--- src/rtl/lane_rr_sched.sv ---
// Round-robin scheduler granting one of N lanes for up to BURST cycles, with a writable enable mask.
// Optional: define LANE_RR_SCHED_PRIO0_EN to give lane 0 strict priority in arbitration.
module lane_rr_sched #(
   parameter int N     = 32,
   parameter int BURST = 4,
   localparam int IW   = (N > 1) ? $clog2(N) : 1
) (
   input  logic          c,
   input  logic          r,
   input  logic [N-1:0]  req,
   input  logic          mask_we,
   input  logic [N-1:0]  mask_wdata,
   output logic [N-1:0]  mask,
   output logic [N-1:0]  gnt,
   output logic          gnt_valid,
   output logic [IW-1:0] gnt_idx,
   output logic          done
);

   localparam int            CW = $clog2(BURST + 1);
   localparam logic [IW:0]   NW = (IW+1)'(N);

   typedef enum logic {IDLE, GRANT} state_t;

   state_t          state_q, state_d;
   logic [IW-1:0]   ptr_q, ptr_d;
   logic [CW-1:0]   cnt_q, cnt_d;
   logic [N-1:0]    gnt_q, gnt_d;
   logic [IW-1:0]   idx_q, idx_d;
   logic            vld_q, vld_d;
   logic            done_q, done_d;
   logic [N-1:0]    mask_q, mask_d;

   logic [N-1:0]    elig;
   logic            sel_found;
   logic [IW-1:0]   sel_idx;
   logic [IW:0]     cand;
   logic [IW:0]     nxt;
   logic            end_cond;

   // Wrapping search upward from ptr; the first eligible lane wins.
   always_comb begin
      elig      = req & mask_q;
      sel_found = 1'b0;
      sel_idx   = '0;
      cand      = '0;
      for (int i = 0; i < N; i++) begin
         cand = {1'b0, ptr_q} + (IW+1)'(i);
         if (cand >= NW)
            cand = cand - NW;
         if (!sel_found && elig[cand[IW-1:0]]) begin
            sel_found = 1'b1;
            sel_idx   = cand[IW-1:0];
         end
      end
`ifdef LANE_RR_SCHED_PRIO0_EN
      if (elig[0]) begin
         sel_found = 1'b1;
         sel_idx   = '0;
      end
`endif
   end

   always_comb begin
      nxt = {1'b0, idx_q} + (IW+1)'(1);
      if (nxt >= NW)
         nxt = '0;
      end_cond = (cnt_q == CW'(BURST)) || !req[idx_q] || !mask_q[idx_q];
   end

   always_comb begin
      state_d = state_q;
      ptr_d   = ptr_q;
      cnt_d   = cnt_q;
      gnt_d   = gnt_q;
      idx_d   = idx_q;
      vld_d   = vld_q;
      done_d  = 1'b0;
      mask_d  = mask_we ? mask_wdata : mask_q;
      case (state_q)
         IDLE: begin
            gnt_d = '0;
            vld_d = 1'b0;
            if (sel_found) begin
               gnt_d[sel_idx] = 1'b1;
               idx_d          = sel_idx;
               vld_d          = 1'b1;
               cnt_d          = CW'(1);
               state_d        = GRANT;
            end
         end
         GRANT: begin
            if (end_cond) begin
               // Simultaneous end conditions collapse into this single exit.
               gnt_d   = '0;
               vld_d   = 1'b0;
               done_d  = 1'b1;
               cnt_d   = '0;
               state_d = IDLE;
`ifdef LANE_RR_SCHED_PRIO0_EN
               if (idx_q != '0)
                  ptr_d = nxt[IW-1:0];
`else
               ptr_d = nxt[IW-1:0];
`endif
            end else begin
               cnt_d = cnt_q + CW'(1);
            end
         end
         default: state_d = IDLE;
      endcase
   end

   always_ff @(posedge c) begin
      if (!r) begin
         state_q <= IDLE;
         ptr_q   <= '0;
         cnt_q   <= '0;
         gnt_q   <= '0;
         idx_q   <= '0;
         vld_q   <= 1'b0;
         done_q  <= 1'b0;
         mask_q  <= '1;
      end else begin
         state_q <= state_d;
         ptr_q   <= ptr_d;
         cnt_q   <= cnt_d;
         gnt_q   <= gnt_d;
         idx_q   <= idx_d;
         vld_q   <= vld_d;
         done_q  <= done_d;
         mask_q  <= mask_d;
      end
   end

   assign mask      = mask_q;
   assign gnt       = gnt_q;
   assign gnt_valid = vld_q;
   assign gnt_idx   = idx_q;
   assign done      = done_q;

endmodule

--- config.mk ---
export PLATFORM = sky130hd
export DESIGN_NAME = lane_rr_sched
export DESIGN_NICKNAME = d
export VERILOG_FILES = /design/src/rtl/lane_rr_sched.sv
export SDC_FILE = /design/constraint.sdc
export NUM_CORES = 1
export LEC_CHECK = 0
export ABC_AREA = 0
export CORE_ASPECT_RATIO = 1.4
export CORE_MARGIN = 5
export CORE_UTILIZATION = 29
export CTS_CLUSTER_DIAMETER = 120
export DETAILED_ROUTE_END_ITERATION = 8
export GPL_ROUTABILITY_DRIVEN = 0
export PLACE_DENSITY_LB_ADDON = 0.2
export SLEW_MARGIN = 15
export SYNTH_ARGS = -nofsm -noshare
export SYNTH_HDL_FRONTEND = slang
export SYNTH_SLANG_ARGS = --single-unit
export TNS_END_PERCENT = 10
--- constraint.sdc ---
create_clock -name c -period 8.18 [get_ports c]
set_input_delay 2.045 -clock c [delete_from_list [all_inputs] [get_ports c]]
set_output_delay 2.045 -clock c [all_outputs]
set_load 0.1 [all_outputs]
# Word-level counts from Yosys, hierarchy flattened
# Cells that the tools add are included.
[totals]
latch_bits = 0
word_cells = 395
output_inout_bits = 71
rom_bits = 0
n_memories = 0
ff_bits = 80
in_bits = 67
ram_bits = 0
[op_classes]
bitwise = 2
n_reduce_logical = 70
n_addsub = 65
n_mux = 179
shift = 0
n_eq_ne = 3
magnitude_cmp = 68
div = 0
n_mul = 0
[ops]
columns = ["operator", "count"]
rows = [
  ["$mux W5", 65],
  ["$lt A5 B6 Y1 const B", 34],
  ["$ge A6 B6 Y1 const B", 32],
  ["$bmux W1 S5", 34],
  ["$sub A5 B1 Y5 const B", 32],
  ["$add A5 B5 Y6 const B", 16],
  ["$mux W1", 71],
  ["$mux W32", 2],
  ["$pmux W32 S2", 1],
  ["$add A5 B4 Y6 const B", 8],
  ["$logic_not A1 Y1", 33],
  ["$and A32 B32 Y32", 1],
  ["$logic_and A1 B1 Y1", 32],
  ["$add A5 B3 Y6 const B", 4],
  ["$add A5 B1 Y6 const B", 2],
  ["$add A5 B2 Y6 const B", 2],
  ["$ge A5 B6 Y1 const B", 1],
  ["$mux W3", 2],
  ["$pmux W3 S2", 1],
  ["$reduce_and A2 Y1", 3],
  ["$demux W1 S5", 1],
  ["$ge A5 B1 Y1 const B", 1],
  ["$pmux W1 S2", 2],
  ["$add A3 B1 Y3 const B", 1],
  ["5 further kinds", 6],
]

# Logic depth before layout (Yosys ltp)
# Gate-level depths: netlist of run 1.
[logic_depth]
ltp_word = 104
mapped_depth = 26
depth_no_buf = 15

# Worst setup path before layout of run 1
# Ideal clock, no wire load.
[synth_path]
path_type = "input to register"
startpoint = "in req[8]"
endpoint = "reg gnt_q[13], in the netlist gnt[13]"
n_path_buf = 3
t_required_ns = 8.109
setup_slack_ns = 2.234
arrival_ns = 5.876
stages = 16
setup_time_ns = 0.071
path_cell_list = "nand2_1 -> o21ai_0 -> mux4_2 -> mux4_2 -> or3_1 -> buf_2 -> or4b_1 -> buf_2 -> or3_4 -> a21oi_2 -> nor4_1 -> a22oi_2 -> and3_1 -> buf_4 -> or3b_1 -> o21ai_1"
[synth_between]
elab_chain_cells = 103
word_cells_on_any_way = 204
classes_between = "order compare: 2; eq/ne: 1; mux: 134; bitwise: 1; reduce/logical: 66"
[synth_rtl]
columns = ["element", "line_no", "text"]
rows = [
  ["start, declared", "10", "input logic [N-1:0] req,"],
  ["$and A32 B32 Y32", "43", "elig = req & mask_q;"],
  ["$bmux W1 S5", "51", "if (!sel_found && elig[cand[IW-1:0]]) begin"],
  ["$mux W1 (implied by the code)", "51", ""],
  ["$mux W1", "51", ""],
  ["$logic_not A1 Y1", "51", ""],
  ["$logic_and A1 B1 Y1", "51", ""],
  ["$mux W1", "51", ""],
  ["$logic_not A1 Y1", "51", ""],
  ["[87 not listed]", "n/a", ""],
  ["$logic_and A1 B1 Y1", "51", ""],
  ["$mux W5", "51", ""],
  ["$lt A5 B6 Y1 (implied by the code) or $ge A5 B1 Y1 (tied branches)", "85", "gnt_d[sel_idx] = 1'b1;"],
  ["$logic_and A1 B1 Y1 (implied by the code)", "85", ""],
  ["$mux W1 (implied by the code)", "85", ""],
  ["$demux W1 S5", "85", ""],
  ["$mux W32", "84", "if (sel_found) begin"],
  ["$pmux W32 S2", "80", "case (state_q)"],
  ["end signal, assigned", "128", "gnt_q <= gnt_d;"],
  ["end, declared", "28", "logic [N-1:0] gnt_q, gnt_d;"],
]
# Several ways; a longest one is shown, not always the timed one. The select of a mux whose other input is x is not followed.
# A chain may end at the register's enable or synchronous reset.

# Final worst setup path of run 1
[layout_path]
startpoint = "in req[1]"
endpoint = "reg gnt_q[5], in the netlist gnt[5]"
# The elaborated chain is that of the path after synthesis.

==> results of run 1 <==
## layer usage
metal | vias up | routed length, um
met2 | 556 | 22000
met5 | - | 0
li1 | 4888 | -
met3 | 131 | 2780
met1 | 5218 | 16900
met4 | 0 | 3120
## critical path, delay by kind of cell
kind	cells	cell delay, ps
buffers and inverters	2	680
AND/OR/NAND/NOR	5	1930
AO/OA/AOI/OAI	7	2400
multiplexers	1	590
## cells in the final DEF, fill, tap and decap left out, drive strengths merged, types with 21 or more instances in the layout
| cell | n |
|---|---|
| mux4 | 84 |
| o21ai | 83 |
| clkdlybuf4s50 | 136 |
| nand3 | 58 |
| a22o | 26 |
| nor3 | 31 |
| dfxtp | 80 |
| mux2i | 59 |
| nand2 | 146 |
| nor2 | 104 |
| buf | 30 |
| a21oi | 42 |
| xnor2 | 27 |
| and2 | 21 |
| o21a | 35 |
| inv | 21 |
## final cells by class
class                      instances  share of cell area, %
sequential                        80                   13.3
tap                              451                   4.69
inverter                          19                  0.593
clock buffer                      10                   2.08
multi-input combinational       1015                   65.4
timing repair buffer             166                   13.2
clock inverter                     6                  0.687
## worst max-delay path by stage
stage | to | cells after the start | slack (ps)
2_1_floorplan | gnt[13] | 16 | 2230
3_3_place_gp | gnt[5] | 15 | 660
3_5_place_dp | gnt[5] | 15 | 610
4_1_cts | gnt[5] | 15 | 970
5_1_grt | gnt[5] | 15 | 640
6_report | gnt[5] | 15 | 820
## sequential cells by signal, summed over array words and instances, names as in the netlist
| signal | count |
|---|---|
| gnt_idx | 5 |
| mask | 32 |
| state_q | 1 |
| done | 1 |
| ptr_q | 5 |
| gnt | 32 |
| cnt_q | 3 |
| gnt_valid | 1 |
## power by group through the flow
stage / Sequential (mW) / Combinational [mW] / Clock [mW]
2_1_floorplan: 0.764 / 3.29 / 0
3_3_place_gp: 0.530 / 5.03 / 0
3_5_place_dp: 0.528 / 5.01 / 0
4_1_cts: 0.521 / 5.02 / 0.474
5_1_grt: 0.529 / 5.44 / 0.484
6_report: 0.521 / 5.16 / 0.460
## through the flow
stage	hold WS [ps]	power (mW)	util, %	worst slack [ps]	instances
2_1_floorplan	492	4.05	-	2230	1197
4_1_cts	451	6.02	35.4	974	1747
6_report	446	6.14	35.4	820	1747
5_1_grt	475	6.46	35.4	642	1747
3_5_place_dp	440	5.53	34.4	614	1731
3_3_place_gp	441	5.56	34.4	657	1731
## cell families after synthesis
family / after synthesis / share of synthesized area (%)
compound gates: 366 / 26.3
xor+xnor: 35 / 3.09
fa+ha+maj: 15 / 1.89
buf+inv: 102 / 4.62
flops: 80 / 16.2
mux: 146 / 25.4
simple gates: 453 / 22.5
==> run_results.csv, run 1 <==
group,metric,value,unit
outcome,status,"completed",
power_and_ir_drop,p_switching,3.70,mW
power_and_ir_drop,intPower,2.44,mW
routing,drtIter0Drc,977,
yosys,synth_area_per_cell,8.28,um2
routing,drc,0,
global_route,grt_max_degree,74,
timing,setup_viol,0,
global_route,antenna_found_initial,0,
clock_tree,cts_resized,0,
global_route,grt_pass1_vias,10600,
min_path,hold_path_depth,2,
timing,rsz0062_at_grt,"false",
yosys,yosys_warnings,0,
yosys,synthCells,1197,
timing,slew_headroom,20.3,%
yosys,synth-async-reset-ratio,0,%
floorplanning,die_x,166,um
floorplanning,initial_core_util,29.2,%
timing,finalCriticalPeriod,7360,ps
yosys,ys_top_cells_by_area,"mux4_2 (19%), dfxtp_1 (16%), mux2i_1 (6.0%)",
clock_tree,cts_htree_levels,3,
yosys,yosys_most_used_dff,"dfxtp_1",
routing,avgRoutedWirePerCell,25.6,um
worst_setup_path,critical_path_class,"in -> reg",
clock_tree,clkSinkCount,80,
yosys,synth_cell_type_count,90,
yosys,ys_ff_latch,80,
timing,tns,0,ps
worst_setup_path,path_cells,"clkdlybuf4s50_1, nand2_1, o21ai_0, mux4_2, a22oi_1, nand2_1, nor4b_4, nand3_1, o41a_1, a2111oi_0, buf_4, o21a_1, o21ai_1, or3b_1, o21ai_1",
finish,multi_input_comb_area,7870,um2
global_route,met2_usage,39.8,%
routing,vias_per_cell,6.18,
clock_tree,ctsHoldBuffers,0,
floorplanning,coreArea,33900,um2
global_route,top_usage_layer,"met2",
worst_setup_path,r2r_slack,1500,ps
yosys,synth_nets,1279,
finish,regArea,1610,um2
timing,timing.final.crit_share,90.0,%
floorplanning,row_count,80,
finish,syn2layout_area_growth,21.4,%
clock_tree,post_cts_buffers,0,
worst_setup_path,cp.arrival,7650,ps
clock_tree,cts-root-buf,"clkbuf_16",
power_and_ir_drop,swShare,60.2,%
run,drv_cap,0,
global_route,grt_pass1_wl,67100,um
floorplanning,ioPinCount,138,
finish,nets,1373,
worst_setup_path,cp-end-kind,"flop",
yosys,synth_top_area_cell,"mux4_2",
yosys,synth_area,9910,um2
worst_setup_path,critPathLaunch,"req[1]",
power_and_ir_drop,peakVddDrop,0.000226,V
yosys,synth_most_common_cell,"nand2_1",
global_route,grt_use_met1,26.6,%
yosys,yosysSeqAreaShare,16.2,%
global_route,use_met3,3.17,%
timing,max_freq,0.136,GHz
yosys,ys_top_cells_by_count,"nand2_1 (146), nor2_1 (104), mux4_2 (84)",
power_and_ir_drop,p_comb_share,84.0,%
min_path,min_to,"gnt[12]",
worst_setup_path,regToRegEndpoint,"gnt[5]",
power_and_ir_drop,power_density,511,nW/um2
clock_tree,cts_tree,"built",
clock_tree,clk_latency,370,ps
worst_setup_path,reg2reg_depth,16,
clock_tree,cts.path.max_buffers,2,
worst_setup_path,r2r-start,"ptr_q[2]",
power_and_ir_drop,p_leak,4.18,nW
global_route,gr-total-overflow,0,
global_route,grtUsageTotal,22.8,%
place,dpl.hpwl,34700,um
power_and_ir_drop,pwr-share-clk,7.5,%
timing,hold_viol,0,
power_and_ir_drop,seqPwrFrac,8.5,%
finish,drive_gt1_share,12.2,%
yosys,synth_top_area_share,19.1,%
yosys,synth_edf_count,0,
timing,finClkSkew,11.3,ps
finish,nFillCells,3561,
worst_setup_path,required,8470,ps
routing,num_vias,10800,
floorplanning,dieArea,38000,um2
worst_setup_path,worstSetupStartpointType,"input port",
routing,detail-route-antenna-nets,0,
place,placed_area,11700,um2
clock_tree,numCtsBuffers,9,
timing,finalMaxSlewViolations,0,
finish,n_antenna_cell,0,
worst_setup_path,cp_slowest_cell,"a2111oi_0",
worst_setup_path,crit_fanout,15,
floorplanning,die_h,229,um
min_path,worstHoldStart,"gnt[12]",
timing,tightest_slew,1170,ps
clock_tree,cts.clk_slew.worst_paths,70,ps
min_path,worstHoldPathType,"reg -> reg",
worst_setup_path,critical_path.max_stage_delay,960,ps
routing,drt-total-wl,44800,um
place,port_buffers,137,
finish,stdcell_area,12000,um2
routing,first_pass_iters,5,
(Power assumes the default switching activity.)
==> run 2, diff against run 1 <==
PLACE_DENSITY_LB_ADDON = default   (was 0.2)
==> run 2 against run 1 <==
Compared with the run above: largest power group unchanged; sequential cell count unchanged; via count increased by 1.9%; critical path depth decreased by 1; final cell count decreased by 0.23%; combinational power decreased by 2%; clock skew decreased by 4.6 ps; clock power decreased by 7.6%; clock-buffer cell count increased by 1.
==> run_results.csv, run 2 (synthesized netlist as in run 1, its figures left out) <==
group,metric,value,unit
clock_tree,cts.path.max_buffers,2,
global_route,gr-total-overflow,0,
power_and_ir_drop,peakVddDrop,0.000283,V
run,drv_cap,0,
routing,drtIter0Drc,1440,
routing,detail-route-antenna-nets,0,
global_route,grt_pass1_wl,63700,um
routing,vias_per_cell,6.31,
global_route,grt_max_degree,69,
clock_tree,cts_resized,0,
timing,finClkSkew,6.71,ps
clock_tree,cts-root-buf,"clkbuf_16",
timing,setup_viol,0,
timing,max_freq,0.138,GHz
worst_setup_path,worstSetupStartpointType,"input port",
worst_setup_path,reg2reg_depth,15,
timing,tightest_slew,1170,ps
clock_tree,cts_tree,"built",
routing,avgRoutedWirePerCell,24.2,um
global_route,grtUsageTotal,21.3,%
floorplanning,row_count,80,
routing,drc,0,
power_and_ir_drop,power_density,505,nW/um2
routing,drt-total-wl,42200,um
timing,tns,0,ps
min_path,worstHoldPathType,"reg -> reg",
worst_setup_path,critical_path_class,"in -> reg",
finish,final_common_cell,"nand2_1",
place,port_buffers,137,
clock_tree,cts_htree_levels,3,
floorplanning,die_x,166,um
worst_setup_path,r2r-start,"ptr_q[0]",
routing,num_vias,11000,
worst_setup_path,crit_fanout,10,
floorplanning,coreArea,33900,um2
place,dpl.hpwl,32600,um
timing,timing.final.crit_share,88.4,%
timing,slew_headroom,21.5,%
timing,rsz0062_at_grt,"false",
clock_tree,post_cts_buffers,0,
timing,finalCriticalPeriod,7230,ps
finish,nets,1368,
clock_tree,cts.clk_slew.worst_paths,70,ps
clock_tree,ctsHoldBuffers,0,
timing,whs,448,ps
floorplanning,ioPinCount,138,
floorplanning,initial_core_util,29.2,%
worst_setup_path,critPathLaunch,"req[19]",
clock_tree,clk_latency,360,ps
power_and_ir_drop,power,6.04,mW
worst_setup_path,endpoint,"gnt[13]",
routing,first_pass_iters,7,
worst_setup_path,regToRegEndpoint,"gnt[13]",
global_route,antenna_found_initial,1,
floorplanning,die_h,229,um
worst_setup_path,required,8470,ps
outcome,status,"completed",
clock_tree,numCtsBuffers,9,
power_and_ir_drop,p_leak,4.15,nW
worst_setup_path,cp-end-kind,"flop",
finish,layout_common_cells,"nand2_1 (146), clkdlybuf4s50_1 (136), nor2_1 (103)",
clock_tree,clkSinkCount,80,
finish,syn2layout_area_growth,20.8,%
timing,hold_viol,0,
worst_setup_path,cp.arrival,7520,ps
global_route,grt_pass1_vias,10500,
worst_setup_path,r2r_slack,1320,ps
finish,drive_gt1_share,11.8,%
timing,finalMaxSlewViolations,0,
floorplanning,dieArea,38000,um2
run 2: cell count changes in the layout (fill, tap and decap cells not counted):
cell	change
clkbuf_8	+1
diode_2	+1
inv_4	+1
clkinv_8	-1
clkbuf_1	+1
buf_4	-5
clkbuf_16	-1
clkinv_4	+1
inv_6	-2
run 2: critical path: stages:
cell and delay, ps:
clkdlybuf4s50_1 420, nand2_1 190, o21ai_0 160, mux4_2 610, mux4_2 580, or3b_1 480, nor4b_4 380, nand4_1 560
nor4_1 680, nor4_1 150, a22oi_2 340, and3_1 400, or3b_1 400, o21ai_1 110
run 2: per-stage QoR:
stage | util [%] | instances | cell area [um2] | setup WS [ps]
after global routing | 35.3 | 1743 | 12000 | 737
final | 35.3 | 1743 | 12000 | 950
after CTS | 35.2 | 1742 | 12000 | 1120
after floorplan | - | 1197 | 9910 | 2230
after global placement | 34.3 | 1726 | 11700 | 798
after detailed placement | 34.3 | 1726 | 11700 | 767
run 2: worst min path at each step:
stage | start | endpoint | slack, ps | depth (start not counted)
global placement | gnt[5] | gnt[5] | 440 | 2
detailed placement | gnt[5] | gnt[5] | 440 | 2
finish | gnt[5] | gnt[5] | 450 | 2
global route | gnt[5] | gnt[5] | 480 | 2
CTS | gnt[5] | gnt[5] | 450 | 2
floorplan | cnt_q[1] | cnt_q[1] | 490 | 2
run 2: power by group:
| part | switching (mW) | internal (mW) |
|---|---|---|
| Clock | 0.177 | 0.248 |
| Sequential | 0.0978 | 0.442 |
| Combinational | 3.35 | 1.73 |
run 2: area by class of cell:
cell class / instances / area [um2]
Sequential cell: 80 / 1610
Multi-Input combinational cell: 1015 / 7870
Tap cell: 451 / 564
Antenna cell: 1 / 2.50
Clock inverter: 5 / 63.8
Fill cell: 3496 / 22000
Inverter: 19 / 71.3
Clock buffer: 11 / 243
Timing Repair Buffer: 161 / 1550
run 2: routing by layer:
metal	track usage, %	share of wire, %	vias up
met3	2.89	7.8	187
met2	36.2	49	693
li1	-	-	4859
met1	24.7	36	5262
met5	0	0	-
met4	14.6	8.0	0
